**src/rtl/pan_lfo_scheduler.sv**
```systemverilog
// Auto-pan LFO scheduler: one shared sine ROM serves NUM_CH phase accumulators,
// swept once per sample tick and converted into unsigned pan values.
module pan_lfo_scheduler #(
    parameter int                 NUM_CH      = 4,
    parameter int                 PHASE_W     = 24,
    parameter int                 ADDR_W      = 12,
    parameter int                 DATA_W      = 16,
    parameter int                 ROM_LAT     = 1,
    parameter logic [PHASE_W-1:0] DEFAULT_INC = 24'h001B4F
) (
    input  logic                       CLOCK_50,
    input  logic                       RESET,
    input  logic                       SAMPLE_TICK,
    input  logic                       PHASE_SYNC,
    input  logic                       FREQ_WE,
    input  logic [2:0]                 FREQ_SEL,
    input  logic [PHASE_W-1:0]         FREQ_IN,
    input  logic [NUM_CH-1:0]          EN,
    input  logic [NUM_CH*DATA_W-1:0]   MANUAL_PAN,
    output logic                       ROM_CS,
    output logic [ADDR_W-1:0]          ROM_ADDR,
    input  logic [DATA_W-1:0]          ROM_DATA,
    output logic [NUM_CH*DATA_W-1:0]   PAN_OUT,
    output logic                       BUSY,
    output logic                       DONE,
    output logic                       OVERRUN
);

    localparam int                CH_W      = (NUM_CH > 1) ? $clog2(NUM_CH) : 1;
    localparam int                WAIT_W    = 2;
    localparam logic [CH_W-1:0]   LAST_CH   = CH_W'(NUM_CH - 1);
    localparam logic [WAIT_W-1:0] WAIT_LAST = WAIT_W'(ROM_LAT - 1);
    localparam logic [DATA_W-1:0] PAN_MID   = {2'b01, {(DATA_W - 2){1'b0}}};

    localparam logic [2:0] S_IDLE    = 3'd0;
    localparam logic [2:0] S_ISSUE   = 3'd1;
    localparam logic [2:0] S_WAIT    = 3'd2;
    localparam logic [2:0] S_CAPTURE = 3'd3;
    localparam logic [2:0] S_FINISH  = 3'd4;

    logic [2:0]          state_q,   state_d;
    logic [CH_W-1:0]     ch_q,      ch_d;
    logic [WAIT_W-1:0]   waitCnt_q, waitCnt_d;
    logic                sync_q,    sync_d;
    logic                romCs_q,   romCs_d;
    logic [ADDR_W-1:0]   romAddr_q, romAddr_d;
    logic                overrun_q, overrun_d;

    logic [PHASE_W-1:0]  phase_q [NUM_CH];
    logic [PHASE_W-1:0]  phase_d [NUM_CH];
    logic [PHASE_W-1:0]  freq_q  [NUM_CH];
    logic [PHASE_W-1:0]  freq_d  [NUM_CH];
    logic [DATA_W-1:0]   pan_q   [NUM_CH];
    logic [DATA_W-1:0]   pan_d   [NUM_CH];

    logic [NUM_CH-1:0]   chHit;
    logic                enCur;
    logic [PHASE_W-1:0]  phaseCur;
    logic [PHASE_W-1:0]  freqCur;
    logic [DATA_W-1:0]   manualCur;
    logic [PHASE_W-1:0]  phaseNext;
    logic signed [DATA_W-1:0] romHalf;
    logic [DATA_W-1:0]   panConv;
    logic                advance;

    // Select the operands of the channel currently being visited.
    always_comb begin
        chHit     = '0;
        enCur     = 1'b0;
        phaseCur  = '0;
        freqCur   = '0;
        manualCur = '0;
        for (int i = 0; i < NUM_CH; i++) begin
            if (ch_q == CH_W'(i)) begin
                chHit[i]  = 1'b1;
                enCur     = EN[i];
                phaseCur  = phase_q[i];
                freqCur   = freq_q[i];
                manualCur = MANUAL_PAN[i*DATA_W +: DATA_W];
            end
        end
    end

    assign phaseNext = (sync_q ? '0 : phaseCur) + freqCur;

    // Signed sample halved arithmetically, then biased to centre at PAN_MID.
    assign romHalf = $signed(ROM_DATA) >>> 1;
    assign panConv = $unsigned(romHalf) + PAN_MID;

    // Frequency writes land on the clock edge regardless of sweep state.
    always_comb begin
        freq_d = freq_q;
        for (int i = 0; i < NUM_CH; i++) begin
            if (FREQ_WE && (FREQ_SEL == 3'(i))) begin
                freq_d[i] = FREQ_IN;
            end
        end
    end

    always_comb begin
        state_d   = state_q;
        ch_d      = ch_q;
        waitCnt_d = waitCnt_q;
        sync_d    = sync_q;
        romCs_d   = 1'b0;
        romAddr_d = romAddr_q;
        overrun_d = SAMPLE_TICK && (state_q != S_IDLE);
        phase_d   = phase_q;
        pan_d     = pan_q;
        advance   = 1'b0;

        case (state_q)
            S_IDLE: begin
                if (SAMPLE_TICK) begin
                    state_d = S_ISSUE;
                    ch_d    = '0;
                    sync_d  = PHASE_SYNC;
                end
            end
            S_ISSUE: begin
                for (int i = 0; i < NUM_CH; i++) begin
                    if (chHit[i]) begin
                        if (enCur) begin
                            phase_d[i] = phaseNext;
                        end else begin
                            if (sync_q) begin
                                phase_d[i] = '0;
                            end
                            pan_d[i] = manualCur;
                        end
                    end
                end
                if (enCur) begin
                    romCs_d   = 1'b1;
                    romAddr_d = phaseNext[PHASE_W-1 -: ADDR_W];
                    waitCnt_d = '0;
                    state_d   = S_WAIT;
                end else begin
                    advance = 1'b1;
                end
            end
            S_WAIT: begin
                if (waitCnt_q == WAIT_LAST) begin
                    state_d = S_CAPTURE;
                end else begin
                    waitCnt_d = waitCnt_q + WAIT_W'(1);
                end
            end
            S_CAPTURE: begin
                for (int i = 0; i < NUM_CH; i++) begin
                    if (chHit[i]) begin
                        pan_d[i] = panConv;
                    end
                end
                advance = 1'b1;
            end
            S_FINISH: begin
                state_d = S_IDLE;
            end
            default: begin
                state_d = S_IDLE;
            end
        endcase

        if (advance) begin
            if (ch_q == LAST_CH) begin
                state_d = S_FINISH;
            end else begin
                ch_d    = ch_q + CH_W'(1);
                state_d = S_ISSUE;
            end
        end
    end

    always_ff @(posedge CLOCK_50) begin
        if (RESET) begin
            state_q   <= S_IDLE;
            ch_q      <= '0;
            waitCnt_q <= '0;
            sync_q    <= 1'b0;
            romCs_q   <= 1'b0;
            romAddr_q <= '0;
            overrun_q <= 1'b0;
            for (int i = 0; i < NUM_CH; i++) begin
                phase_q[i] <= '0;
                freq_q[i]  <= DEFAULT_INC;
                pan_q[i]   <= PAN_MID;
            end
        end else begin
            state_q   <= state_d;
            ch_q      <= ch_d;
            waitCnt_q <= waitCnt_d;
            sync_q    <= sync_d;
            romCs_q   <= romCs_d;
            romAddr_q <= romAddr_d;
            overrun_q <= overrun_d;
            phase_q   <= phase_d;
            freq_q    <= freq_d;
            pan_q     <= pan_d;
        end
    end

    for (genvar g = 0; g < NUM_CH; g++) begin : g_pan
        assign PAN_OUT[g*DATA_W +: DATA_W] = pan_q[g];
    end

    assign ROM_CS   = romCs_q;
    assign ROM_ADDR = romAddr_q;
    assign OVERRUN  = overrun_q;
    assign BUSY     = (state_q == S_ISSUE) || (state_q == S_WAIT) || (state_q == S_CAPTURE);
    assign DONE     = (state_q == S_FINISH);

endmodule

```
**config.mk**
```make
export PLATFORM = sky130hd
export DESIGN_NAME = pan_lfo_scheduler
export DESIGN_NICKNAME = d
export VERILOG_FILES = /design/src/rtl/pan_lfo_scheduler.sv
export SDC_FILE = /design/constraint.sdc
export NUM_CORES = 1
export LEC_CHECK = 0
export BUFFER_PORTS_ARGS = -buffer_cell sky130_fd_sc_hd__buf_4
export CAP_MARGIN = 15
export CORE_MARGIN = 2
export CORE_UTILIZATION = 52
export DETAILED_ROUTE_END_ITERATION = 10
export PLACE_DENSITY_LB_ADDON = 0.1
export SKIP_CTS_REPAIR_TIMING = 1
export SLEW_MARGIN = 20
export SYNTH_ARGS = -nofsm -noshare
export SYNTH_HDL_FRONTEND = slang
export SYNTH_SLANG_ARGS = --single-unit
export TNS_END_PERCENT = 20
```
**constraint.sdc**
```tcl
create_clock -name CLOCK_50 -period 4 [get_ports CLOCK_50]
set_clock_uncertainty 0.05 [all_clocks]
set_input_delay 0 -clock CLOCK_50 [delete_from_list [all_inputs] [get_ports CLOCK_50]]
set_output_delay 0 -clock CLOCK_50 [all_outputs]
set_load 0.1 [all_outputs]
```
Word-level counts from Yosys, hierarchy flattened
Index checks and enable logic that the tools add are counted.
{ "op_classes": {"add_sub_neg": 4, "n_eq_ne": 25, "n_mux": 49, "n_bitwise": 1, "n_reduce_logical": 28} }
{ "ops": {"columns": ["cell", "count"], "rows": [
  ["$mux W24", 11],
  ["$mux W16", 13],
  ["$pmux W64 S2", 1],
  ["$add A24 B24 Y24", 1],
  ["$ne A2 B2 Y1 const B", 12],
  ["$reduce_and A4 Y1", 5],
  ["$add A16 B15 Y16 const B", 1],
  ["$mux W3", 5],
  ["$reduce_and A3 Y1", 5],
  ["$eq A3 B2 Y1 const B", 4],
  ["$mux W2", 6],
  ["$pmux W3 S4", 1],
  ["$mux W1", 10],
  ["$ne A3 B3 Y1 const B", 3],
  ["$eq A3 B1 Y1 const B", 2],
  ["$logic_not A3 Y1", 2],
  ["$reduce_bool A2 Y1", 3],
  ["$logic_and A1 B1 Y1", 5],
  ["$add A2 B1 Y2 const B", 2],
  ["$eq A2 B2 Y1 const B", 2],
  ["$logic_not A2 Y1", 2],
  ["$pmux W2 S2", 1],
  ["$reduce_and A2 Y1", 2],
  ["$eq A3 B3 Y1 const B", 1],
  ["other kinds (6)", 7]
]} }
{ "totals": {"regBits": 278, "in_bits": 116, "output_inout_bits": 80, "elab_cells": 126} }

Longest topological paths before layout
Gate-level depths: netlist of the first run.
{ "logic_depth": {"word_depth": 9, "mapped_depth": 19, "ltp_nobuf": 16} }

Worst setup path before layout of the first run
No wires, ideal clock.
{ "synth_timing": {"path_kind": "reg2reg", "from": "register ch_q[0]", "to": "register phase_q[42] in the netlist's numbering", "setup_time_ns": 0.117, "arrival_time_ns": 3.632, "required_time_ns": 3.833, "path_slack_ns": 0.200, "path_stages_with_launch": 18, "n_path_buf": 4, "synth_period_minus_slack_ns": 3.800, "path_cell_list": "dfxtp_1 -> inv_1 -> ha_1 -> buf_2 -> buf_2 -> buf_1 -> buf_1 -> nor2_1 -> a21oi_1 -> o21ai_0 -> ha_1 -> fa_1 -> a21oi_2 -> o211ai_2 -> a21oi_2 -> o41ai_4 -> xor2_2 -> a32o_1"} }
{ "synth_between": {"elab_chain_cells": 8, "word_cells_on_any_way": 22, "cone_classes": "add/sub: 1; eq/ne: 3; mux: 15; reduce/logical: 3"} }
{ "synth_lines": {"columns": ["element", "line_no", "rtl"], "rows": [
  ["start, declared", "42", "logic [CH_W-1:0] ch_q, ch_d;"],
  ["start signal, assigned", "191", "ch_q <= ch_d;"],
  ["$logic_not A2 Y1", "74", "if (ch_q == CH_W'(i)) begin"],
  ["$mux W24 (4 in a row)", "74", null],
  ["$mux W24", "84", "assign phaseNext = (sync_q ? '0 : phaseCur) + freqCur;"],
  ["$add A24 B24 Y24", "84", null],
  ["$mux W24", "123", "if (enCur) begin"],
  ["end signal, assigned", "197", "phase_q <= phase_d;"],
  ["end, declared", "49", "logic [PHASE_W-1:0] phase_q [NUM_CH];"]
]} }
Several ways; a longest one is shown, not always the timed one.
A chain may end at the register's enable or synchronous reset.

Worst setup path after layout of the first run
{ "layout_timing": {"from": "register ch_q[1]", "to": "register phase_q[92] in the netlist's numbering"} }
Same word-level chain as after synthesis.

==> results.tsv, run 1 <==
metric	value	unit
status	finished, violations left	
violated checks	hold timing	
Max Cap Viol	0	
flops & latches, synth	278	
simple-gate share of the synthesized area	25.12	%
crit path launch type	flip-flop	
Core Footprint	0.02621	mm2
Gate Count Post-Synth	1845	
Max FO, Critical Path	10	
# IOs	196	
worst r2r src	ch_q[1]$_SDFF_PP0_	
DPL Wire Length	29.72	mm
top cells by area, synth	dfxtp_1, nand2_1, a21oi_1, nor2_1, mux2i_1	
register area share after synthesis	39.87	%
Async S/R FF share, synth	0	%
final worst slack	0.2138	ns
Starting Density	53.26	%
clock buffer depth	3	
Syn-to-layout area delta	29.14	%
Inserted Clock Buffers	30	
Synth Area in Compound Gates	22.28	%
syn nets	1990	
worst skew pair latency	0.56	ns
Crit Path Category	flip-flop to flip-flop	
top-count cell post-synth	nand2_1	
crit end category	flip-flop	
Routed WL per cell	17.65	um
fillers	2182	
vias	14261	
FP Rows	59	
Die ar.	0.02817	mm2
Worst EP arrival	4.19	ns
Clock Power Share	39.0	%
DR vias/cell	5.743	
Sw Pwr	2016	uW
post-synthesis cell area	0.01396	mm2
Worst Hold Launch	MANUAL_PAN[59]	
vias in the first global route	12931	
top_reg_cell synth	dfxtp_1	
Post-synth EDFFs	0	
PD cells	387.5	mW/mm2
final wirelength	43.82	mm
largest family of logic cells by synthesized area	simple AND/OR/NAND/NOR gates	
number of clock sinks	278	
minimum clock period	3.786	ns
CTS tree	done	
period utilization	94.65	%
placed cell areas	0.01620	mm2
Final Util	68.78	%
initial antenna violation count	0	
grt total ovfl	0	
fraction of layout instances using a drive strength above 1	18.76	%
final number of setup-violating endpoints	0	
Synth top area share	39.87	%
most frequent cells after synthesis	nand2_1, dfxtp_1, a21oi_1, nor2_1, clkbuf_1	
Yosys top cell by area	dfxtp_1	
GRT Total Usage	29.31	%
Routability Congestion	0.8959	
Warnings, synthesis	0	
Hold Fails Final Rpt	9	
worst-margin pin slew	1.083	ns
switch share	28.86	%
Die W	167.8	um
Max H-tree Level	1	
mux cell area share after synthesis	3.523	%
Comb pwr share	20.0	%
slew margin rel.	27.83	%
internal power	4969	uW
post-route ant nets	0	
Max IR drop VDD	0.3352	mV
Synth Area in XOR/XNOR	0.9950	%
maximum number of pins on one net before global-route repair	103	
area share of fa/ha/maj cells after synthesis	2.653	%
Yosys cell types	81	
Initial DRT Pass Iterations	5	
pre-CTS WS	-0.008316	ns
Final Net Count	2274	
syn_area_per_cell	7.566	um2
required time worst endpoint	4.40	ns
Worst Setup SP	ch_q[1]$_SDFF_PP0_	
port buffer count	194	
P_leak	0.007778	uW
Min-Delay Path Class	input pin to flip-flop	
clk root buf	clkbuf_16	
Setup TNS Final	0	ns
sequential share of power	41.0	%
Iter 0 DRT Violations	1200	
first-pass GRT wire length	67.99	mm
drt drc	0	
Worst-path clk slew	0.06	ns
max-slew violation count	0	
Hold WS	-0.03478	ns
die span in y	167.8	um
Fmax	264.1	MHz
Antenna diodes	0	
post-route cell area	0.01803	mm2
per-layer routing:
layer	global-route usage, %	vias to the layer above	share of wire [%]	routed length (um)
met5	0	-	0	0
met4	8.658	0	2.8	1245
met3	4.701	91	7.3	3182
met2	49.26	561	48	21070
met1	39.00	6676	42	18320
li1	-	6933	-	-
placed cells by master, fill, tap and decap left out, types with 8 or more instances in the layout:
cell type	synthesis	layout
a21oi_1	259	257
o32ai_1	8	8
a2bb2o_1	12	12
and3_1	9	9
nand2_1	435	435
buf_12	0	11
o21ai_0	65	64
nor2_1	191	191
ha_1	28	24
nand2b_1	18	18
a31oi_1	15	15
dlygate4sd3_1	0	75
buf_4	6	305
dfxtp_1	278	278
clkbuf_16	0	30
inv_1	24	23
mux2i_1	48	48
xnor2_1	9	9
clkbuf_8	6	9
nand3b_1	25	25
a211oi_1	8	8
o211ai_1	39	39
nand3_1	82	81
cells by family (layout without fill, tap and decap cells):
kind of cell | after synthesis | after routing
flops | 278 | 278
compound gates | 494 | 494
xor+xnor | 15 | 15
mux | 49 | 49
fa+ha+maj | 29 | 29
buf+inv | 165 | 468
simple gates | 815 | 815
final timing paths:
| check | to | slack (ns) | cells past startpoint |
|---|---|---|---|
| setup reg to reg | phase_q[92]$_SDFFE_PP0P_ | 0.21 | 16 |
| setup / recovery | phase_q[92]$_SDFFE_PP0P_ | 0.21 | 16 |
| hold reg to reg | PAN_OUT[60]$_SDFFE_PP0P_ | 0.40 | 2 |
| hold / removal | PAN_OUT[43]$_SDFFE_PP0P_ | -0.03 | 5 |
worst max-delay path, stage by stage, from the launching register on:
cell and delay (ns):
dfxtp_1 0.31, inv_1 0.17, ha_4 0.31, buf_4 0.24, a21oi_1 0.08, nor2_1 0.08
a21oi_1 0.05, o21ai_0 0.32, ha_1 0.28, fa_1 0.23, a21oi_2 0.08, o211ai_2 0.26
a21oi_1 0.16, buf_4 0.16, or4_1 0.41, nand3_2 0.22, a2bb2o_4 0.24
power by group through the flow:
stage	combinational, uW	sequential, uW	clock [uW]
floorplan	661	3080	0
finish	1400	2870	2720
global route	1500	2870	2870
detailed placement	1260	2930	0
CTS	1270	2870	2760
global placement	1250	2920	0
sequential cells by signal, summed over array words and instances (netlist names):
| name | cells |
|---|---|
| phase_q | 96 |
| OVERRUN | 1 |
| state_q | 3 |
| ch_q | 2 |
| sync_q | 1 |
| ROM_CS | 1 |
| waitCnt_q | 2 |
| PAN_OUT | 64 |
| freq_q | 96 |
| ROM_ADDR | 12 |
per-stage QoR:
step                cells  power, uW
global route         2483       7243
global placement     2349       4177
floorplan            1845       3741
finish               2483       6985
detailed placement   2349       4192
CTS                  2400       6893
area by class of cell:
type | instances | area, um2 | share of cell area [%]
Multi-Input combinational cell | 1402 | 7699 | 42.71
Sequential cell | 278 | 5565 | 30.87
Timing Repair Buffer | 393 | 3283 | 18.21
Clock buffer | 45 | 897.1 | 4.977
Tap cell | 335 | 419.2 | 2.325
Inverter | 24 | 90.09 | 0.4998
Clock inverter | 6 | 72.57 | 0.4026
No activity file was read; power rests on OpenSTA's default activity.
==> run 2, diff against run 1 <==
Settings changed: CORE_UTILIZATION 52 to 55.
Clock period 4 ns to 3.9 ns, I/O delays scaled along.
==> run 2 against run 1 <==
Effect of this change: design area decreased by 0.15%; critical endpoint is now ROM_ADDR[7]$_SDFFE_PP0P_; routed wire length grew 3.1%; non-clock buffer count fell by 9; first-iteration DRC count up 2.5%; clock power about the same; largest power group unchanged; setup slack worse by 0.11 ns; total power up 2.1%; the run still ends with hold timing left.
==> results.tsv, run 2 (same netlist as run 1, synthesis figures left out) <==
metric	value	unit
final number of setup-violating endpoints	0	
grt total ovfl	0	
Max H-tree Level	1	
DR vias/cell	5.807	
first-pass GRT wire length	67.85	mm
clk root buf	clkbuf_16	
violated checks	hold timing	
P_leak	0.007723	uW
GRT Total Usage	31.27	%
placed cell areas	0.01610	mm2
fraction of layout instances using a drive strength above 1	19.20	%
drt drc	0	
post-route ant nets	0	
Core Footprint	0.02504	mm2
slew margin rel.	30.05	%
worst skew pair latency	0.56	ns
Crit Path Category	flip-flop to flip-flop	
period utilization	97.41	%
DPL Wire Length	29.75	mm
minimum clock period	3.799	ns
Syn-to-layout area delta	28.95	%
Worst Setup SP	ch_q[0]$_SDFF_PP0_	
vias	14355	
Max IR drop VDD	0.3469	mV
Setup TNS Final	0	ns
post-route cell area	0.01800	mm2
max-slew violation count	0	
Inserted Clock Buffers	29	
clock buffer depth	3	
PD cells	396.0	mW/mm2
port buffer count	194	
final wirelength	45.20	mm
required time worst endpoint	4.33	ns
Routed WL per cell	18.29	um
Iter 0 DRT Violations	1230	
FP Rows	58	
fillers	1998	
maximum number of pins on one net before global-route repair	99	
die span in y	163.3	um
Die W	163.3	um
commonest non-fill, non-tap cell in the layout	nand2_1	
Hold WS	-0.002379	ns
Max Cap Viol	0	
Worst-path clk slew	0.06	ns
initial antenna violation count	2	
Starting Density	55.75	%
worst-margin pin slew	1.049	ns
commonest cells after routing, fill and taps aside	nand2_1, buf_4, dfxtp_1	
number of clock sinks	278	
status	finished, violations left	
Hold Fails Final Rpt	2	
crit end category	flip-flop	
CTS tree	done	
Initial DRT Pass Iterations	5	
# IOs	196	
Worst Hold Launch	FREQ_SEL[2]	
crit path launch type	flip-flop	
Routability Congestion	0.8761	
Fmax	263.2	MHz
worst r2r src	ch_q[0]$_SDFF_PP0_	
Die ar.	0.02667	mm2
Min-Delay Path Class	input pin to flip-flop	
Final Net Count	2264	
Max FO, Critical Path	26	
Worst EP arrival	4.23	ns
vias in the first global route	13168	
[run 2: cell types whose count changed in the layout (fill, tap and decap cells not counted), sizes merged]
cell,change
inv,+1
bufinv,-1
clkbuf,-2
clkinvlp,+1
clkinv,+3
diode,+1
buf,-8
dlygate4sd3,-1
[run 2: final timing paths]
kind / cells past startpoint / endpoint / slack, ns
min: 6 / freq_q[70]$_SDFFE_PP0P_ / -0.002
max reg2reg: 16 / ROM_ADDR[7]$_SDFFE_PP0P_ / 0.10
min reg2reg: 2 / freq_q[21]$_SDFFE_PP0P_ / 0.40
max: 16 / ROM_ADDR[7]$_SDFFE_PP0P_ / 0.10
[run 2: per-stage QoR]
| stage | std cells | total power [uW] | setup WS, ns | util [%] | hold slack, ns |
|---|---|---|---|---|---|
| 2_1_floorplan | 1845 | 3837 | 0.1004 | - | 0.07397 |
| 3_3_place_gp | 2334 | 4310 | 0.06691 | 64.30 | 0.1904 |
| 3_5_place_dp | 2334 | 4326 | -0.08554 | 64.30 | 0.1950 |
| 4_1_cts | 2387 | 6991 | -0.1198 | 68.03 | -0.3818 |
| 5_1_grt | 2472 | 7367 | -0.02665 | 71.89 | 0.02646 |
| 6_report | 2472 | 7128 | 0.1012 | 71.89 | -0.002379 |
[run 2: power by group]
group	internal, uW	switching (uW)	leakage, uW	total [uW]
clock network	1530	1180	0.000462	2710
logic	577	899	0.00501	1480
registers	2900	41.5	0.00225	2940
[run 2: final cells by class]
class	count	area (um2)	area share [%]
Multi-Input combinational cell	1402	7800	43.33
Clock buffer	43	858.3	4.769
Clock inverter	10	76.32	0.4240
Timing Repair Buffer	384	3193	17.74
Antenna cell	1	2.502	0.01390
Tap cell	330	412.9	2.294
Inverter	24	90.09	0.5005
Sequential cell	278	5567	30.93
[run 2: critical path, stage by stage (launching register included)]
cell	delay, ns
dfxtp_2	0.37
inv_1	0.13
buf_4	0.14
ha_4	0.26
buf_4	0.24
buf_12	0.19
nor2_1	0.06
a21oi_1	0.13
o21ai_0	0.10
buf_4	0.16
ha_1	0.43
a211oi_1	0.15
o21ai_1	0.41
mux2i_1	0.39
o311ai_4	0.20
buf_4	0.18
o22ai_1	0.14
[run 2: metal layers]
layer | part of all wire (%) | GRT usage [%] | vias up | routed length (um)
met2 | 48 | 54.37 | 582 | 21890
met5 | 0 | 0 | - | 0
met1 | 41 | 40.13 | 6750 | 18630
met4 | 2.6 | 8.648 | 0 | 1194
met3 | 7.7 | 5.053 | 100 | 3480
li1 | - | - | 6923 | -
